### config.mk
export PLATFORM = sky130hd
export DESIGN_NAME = pipelined_cond_sum_adder
export DESIGN_NICKNAME = d
export VERILOG_FILES = /design/src/rtl/pipelined_cond_sum_adder_pkg.sv /design/src/rtl/csa_merge_stage.sv /design/src/rtl/pipelined_cond_sum_adder.sv
export SDC_FILE = /design/constraint.sdc
export NUM_CORES = 1
export LEC_CHECK = 0
export BUFFER_PORTS_ARGS = -buffer_cell sky130_fd_sc_hd__buf_2
export CORE_UTILIZATION = 25
export CTS_CLUSTER_SIZE = 28
export DETAILED_ROUTE_END_ITERATION = 12
export GPL_TIMING_DRIVEN = 0
export SLEW_MARGIN = 10
export SYNTH_ARGS = -nofsm -noshare
export SYNTH_HDL_FRONTEND = slang
export SYNTH_HIERARCHICAL = 1
export SYNTH_SLANG_ARGS = --single-unit
### constraint.sdc
create_clock -name clk -period 10 [get_ports clk]
set_clock_uncertainty 0.1 [all_clocks]
set_input_delay 3 -clock clk [delete_from_list [all_inputs] [get_ports clk]]
set_output_delay 3 -clock clk [all_outputs]
set_load 0.005 [all_outputs]
### src/rtl/pipelined_cond_sum_adder_pkg.sv
// Shared definitions for the conditional-sum adder: mode encoding, pair-record layout, clog2 helper.
package pipelined_cond_sum_adder_pkg;

    localparam logic MODE_ADD = 1'b0;
    localparam logic MODE_SUB = 1'b1;

    // A pair record is N_FIELDS words of WIDTH bits; field f lives at [f*WIDTH +: WIDTH].
    localparam int F_SUM0   = 0;
    localparam int F_SUM1   = 1;
    localparam int F_CY0    = 2;
    localparam int F_CY1    = 3;
    localparam int N_FIELDS = 4;

    function automatic int csaClog2(input int value);
        int r;
        r = 0;
        while ((1 << r) < value) r++;
        return r;
    endfunction

endpackage

### src/rtl/csa_merge_stage.sv
// Combinational merge of adjacent conditional-sum blocks of size BLK into blocks of 2*BLK.
// Latency: 0 (pure combinational). Backpressure: none, the owning pipeline stalls around it.
// Every bit carries the carry pair of its own block, so each bit can be merged independently.
module csa_merge_stage
    import pipelined_cond_sum_adder_pkg::*;
#(
    parameter int WIDTH = 16,
    parameter int BLK   = 1
) (
    input  logic [N_FIELDS*WIDTH-1:0] recIn,
    output logic [N_FIELDS*WIDTH-1:0] recOut
);

    logic [WIDTH-1:0] s0, s1, k0, k1;
    logic [WIDTH-1:0] s0n, s1n, k0n, k1n;

    assign s0 = recIn[F_SUM0*WIDTH +: WIDTH];
    assign s1 = recIn[F_SUM1*WIDTH +: WIDTH];
    assign k0 = recIn[F_CY0*WIDTH +: WIDTH];
    assign k1 = recIn[F_CY1*WIDTH +: WIDTH];

    for (genvar i = 0; i < WIDTH; i++) begin : g_bit
        if (((i / BLK) % 2) == 0) begin : g_lo
            // Lower half keeps its sums; its carry becomes the merged block's carry-out.
            assign s0n[i] = s0[i];
            assign s1n[i] = s1[i];
            assign k0n[i] = k0[i] ? k1[i+BLK] : k0[i+BLK];
            assign k1n[i] = k1[i] ? k1[i+BLK] : k0[i+BLK];
        end else begin : g_hi
            assign s0n[i] = k0[i-BLK] ? s1[i] : s0[i];
            assign s1n[i] = k1[i-BLK] ? s1[i] : s0[i];
            assign k0n[i] = k0[i-BLK] ? k1[i] : k0[i];
            assign k1n[i] = k1[i-BLK] ? k1[i] : k0[i];
        end
    end

    assign recOut[F_SUM0*WIDTH +: WIDTH] = s0n;
    assign recOut[F_SUM1*WIDTH +: WIDTH] = s1n;
    assign recOut[F_CY0*WIDTH +: WIDTH]  = k0n;
    assign recOut[F_CY1*WIDTH +: WIDTH]  = k1n;

endmodule

### src/rtl/pipelined_cond_sum_adder.sv
// Pipelined conditional-sum adder/subtractor with carry-out and signed overflow.
// Latency: LEVELS+1 cycles from accept to out_valid. Backpressure: global stall, in_ready = !out_valid | out_ready.
// Stage 0 forms per-bit pairs (bit 0 resolved with the effective carry-in); stages 1..LEVELS merge.
module pipelined_cond_sum_adder
    import pipelined_cond_sum_adder_pkg::*;
#(
    parameter int WIDTH = 16
) (
    input  logic             clk,
    input  logic             rst_n,
    input  logic             in_valid,
    output logic             in_ready,
    input  logic [WIDTH-1:0] x,
    input  logic [WIDTH-1:0] y,
    input  logic             c0,
    input  logic             sub,
    output logic             out_valid,
    input  logic             out_ready,
    output logic [WIDTH-1:0] S,
    output logic             cOut,
    output logic             ovf
);

    localparam int LEVELS = csaClog2(WIDTH);
    localparam int RW     = N_FIELDS * WIDTH;

    logic [RW-1:0]    recQ     [0:LEVELS];
    logic [RW-1:0]    mergeOut [1:LEVELS];
    logic [LEVELS:0]  vldQ;
    logic [LEVELS:0]  xMsbQ;
    logic [LEVELS:0]  yMsbQ;
    logic [RW-1:0]    recIn0;
    logic [WIDTH-1:0] yb, pBits, s0, s1, k0, k1;
    logic             cinEff;
    logic             adv;

    assign adv      = !out_valid | out_ready;
    assign in_ready = adv;

    always_comb begin
        yb     = (sub == MODE_SUB) ? ~y : y;
        cinEff = (sub == MODE_SUB) ? 1'b1 : c0;
        pBits  = x ^ yb;
        s0     = pBits;
        s1     = ~pBits;
        k0     = x & yb;
        k1     = x | yb;
        s0[0]  = pBits[0] ^ cinEff;
        s1[0]  = pBits[0] ^ cinEff;
        k0[0]  = (x[0] & yb[0]) | (pBits[0] & cinEff);
        k1[0]  = (x[0] & yb[0]) | (pBits[0] & cinEff);
        recIn0 = '0;
        recIn0[F_SUM0*WIDTH +: WIDTH] = s0;
        recIn0[F_SUM1*WIDTH +: WIDTH] = s1;
        recIn0[F_CY0*WIDTH +: WIDTH]  = k0;
        recIn0[F_CY1*WIDTH +: WIDTH]  = k1;
    end

    for (genvar k = 1; k <= LEVELS; k++) begin : g_level
        csa_merge_stage #(
            .WIDTH (WIDTH),
            .BLK   (1 << (k - 1))
        ) u_merge (
            .recIn  (recQ[k-1]),
            .recOut (mergeOut[k])
        );
    end

    always_ff @(posedge clk) begin
        if (!rst_n) begin
            vldQ  <= '0;
            xMsbQ <= '0;
            yMsbQ <= '0;
            for (int k = 0; k <= LEVELS; k++) recQ[k] <= '0;
        end else if (adv) begin
            // Data registers advance even for bubbles; only the valid bit marks real beats.
            vldQ    <= {vldQ[LEVELS-1:0], in_valid};
            xMsbQ   <= {xMsbQ[LEVELS-1:0], x[WIDTH-1]};
            yMsbQ   <= {yMsbQ[LEVELS-1:0], yb[WIDTH-1]};
            recQ[0] <= recIn0;
            for (int k = 1; k <= LEVELS; k++) recQ[k] <= mergeOut[k];
        end
    end

    // The final block spans the whole word, so sum0/cy0 are already the resolved values.
    assign out_valid = vldQ[LEVELS];
    assign S         = recQ[LEVELS][F_SUM0*WIDTH +: WIDTH];
    assign cOut      = recQ[LEVELS][F_CY0*WIDTH + WIDTH - 1];
    assign ovf       = (xMsbQ[LEVELS] == yMsbQ[LEVELS]) & (S[WIDTH-1] != xMsbQ[LEVELS]);

    logic unusedRecBits;
    assign unusedRecBits = ^{recQ[LEVELS][F_SUM1*WIDTH +: WIDTH],
                             recQ[LEVELS][F_CY0*WIDTH +: WIDTH-1],
                             recQ[LEVELS][F_CY1*WIDTH +: WIDTH]};

endmodule

==> reports/results.ini <==
[run_status]
outcome=complete, no violations

[pwr]
combPwrFrac=0.078
p_sw_uw=464.2
powerDensity_nw_per_um2=164.3
p_sw_frac=0.2145
ir_drop_v=0.0001029
leakage_nw=6.387
seqPwrFrac=0.537
clockPowerShare=0.385
p_total_mw=2.164
internal_power_mw=1.700

[clock_network]
clk_latency_ns=0.52
cts_setup_buffers=0
clk_path_buf_depth=3
cts_hold_buffers=0
cts_tree=built
cts_made_buffers=24
clkSinkCount=236
cts-root-buf=clkbuf_16
clkTransAtPathRegs_ns=0.06
htree_levels=1
cts-resized-gates=0

[drt]
firstDrtPassIters=4
drc_errors=0
num_vias=6080
viasPerCell=3.995
drt.antenna.violating_nets=0
routedWlPerCell_um=14.31
drt-initial-drc-count=281
wl_um=21780

[sta]
setup_viol=0
fin_crit_sh=0.6941
rsz0062_at_grt=no
worst_slew_pin_slew_ns=0.7978
maxSlewHeadroom=0.4681
hold_slack_ns=0.3611
slew_viol_final=0
finalHoldViolCount=0
timing.final.crit_period_ns=6.941
fmax_mhz=144.1

[global_route]
grt_pass1_vias=6234
grt_max_degree=64
antenna_found_initial=0
overflow=0
grt_first_pass_wirelength_um=34500
grt_usage=0.09477

[setup_path]
crit_fanout=10
slowest_stage=buf_12
crit_buf_inv=6
r2r-end=recQ[0][41]
worst-r2r-cell-count=5
arrival_ns=3.84
crit_path_max_incr_delay_ns=0.15
path_delay_family=buffers and inverters
rr_startpoint=vldQ[4]
cp.required_ns=6.90
path_cells=buf_2, nor2b_4, buf_6, inv_8, buf_12, buf_6, buf_2
critical_path_class=in -> out
startpoint_type=input port
end_kind=output pin
crit_start=out_ready
regToRegSetupSlack_ns=7.82

[logic_synthesis]
syn_area_per_cell_um2=13.69
synth_warnings=6
synthesis.nets=897
synth_area_um2=11340
syn_inst=828

[worst_hold_path]
holdPathStages=2
hold_end=xMsbQ[3]
holdCritStartpoint=xMsbQ[3]
worstHoldPathType=reg -> reg

[placed_design]
port_buffers=55
dp_hpwl_um=16320
gp_congestion=0.7425

[cells_and_area]
multi_input_area_um2=3072
drive_gt1_frac=0.2527
antenna_cells=0
nFillCells=4506
layout.nets=981
area_growth_pct=16.17
seqCellArea_um2=6937

[floorplan]
core_um2=44510
die_area_um2=46200
row_count=77
io_pins=58
fp.dieW_um=214.9
initial_core_util=0.2547
die_h_um=214.9

[job]
cap_viol_max_count=0

==> registers in the layout, summed over array words and instances, names as in the netlist <==
name / cells
recQ: 221
yMsbQ: 5
xMsbQ: 5
vldQ: 5
==> worst min-delay path, delay by kind of cell (launching register included) <==
family | cells | cell delay [ns]
flops | 1 | 0.31
simple gates | 1 | 0.06
compound gates | 1 | 0.04
==> cell type report <==
class,count,area share
well taps,592,0.05625
multi-input cells,401,0.2333
flip-flops and latches,236,0.5267
inverters,31,0.009406
plain buffers,160,0.09197
clock buffers,28,0.04675
clock inverters,16,0.008456
repair buffers,58,0.02717
==> per-stage QoR <==
stage | setup TNS (ns) | instance area (um^2) | std cells | setup WS (ns) | util
CTS | 0 | 13170 | 1522 | 3.044 | 0.2959
floorplan | 0 | 11340 | 828 | 1.139 | -
detailed placement | 0 | 12440 | 1478 | 3.044 | 0.2795
finish | 0 | 13170 | 1522 | 3.059 | 0.2959
global route | 0 | 13170 | 1522 | 3.013 | 0.2959
global placement | -234.54 | 12350 | 1475 | -1.082 | 0.2775
==> placed cells by master (no fill, tap or decap), drive strengths merged <==
| master | n |
|---|---|
| a21boi | 13 |
| a21oi | 1 |
| and3 | 191 |
| buf | 191 |
| bufinv | 1 |
| clkbuf | 55 |
| clkinv | 15 |
| dfxtp | 15 |
| edfxtp | 221 |
| fa | 1 |
| ha | 30 |
| inv | 31 |
| mux2 | 83 |
| nand2 | 30 |
| nor2 | 31 |
| nor2b | 1 |
| o21a | 1 |
| o21ai | 2 |
| or2 | 1 |
| xnor2 | 1 |
| xor2 | 15 |
==> metal layers <==
layer | share of wire | vias up | wire length [um] | GRT usage
li1 | - | 3036 | - | -
met4 | 0.019 | 0 | 423 | 0.02452
met5 | 0 | - | 0 | 0
met3 | 0.040 | 32 | 865 | 0.01642
met2 | 0.44 | 99 | 9662 | 0.1510
met1 | 0.50 | 2913 | 10830 | 0.1323
==> worst max path at each step <==
stage              endpoint  depth (start not counted)  slack (ns)
2_1_floorplan  recQ[0][100]                          4        1.14
3_3_place_gp    recQ[0][52]                          5       -1.08
3_5_place_dp       in_ready                          7        3.04
4_1_cts            in_ready                          7        3.04
5_1_grt            in_ready                          7        3.01
6_report           in_ready                          7        3.06
==> power groups by stage <==
stage,clock network (mW),logic (mW),registers (mW)
3_5_place_dp,0,0.170,1.18
5_1_grt,0.883,0.188,1.17
4_1_cts,0.849,0.172,1.16
3_3_place_gp,0,0.168,1.18
2_1_floorplan,0,0.122,1.17
6_report,0.832,0.169,1.16
Note: power is estimated with default switching activity, not from simulation.
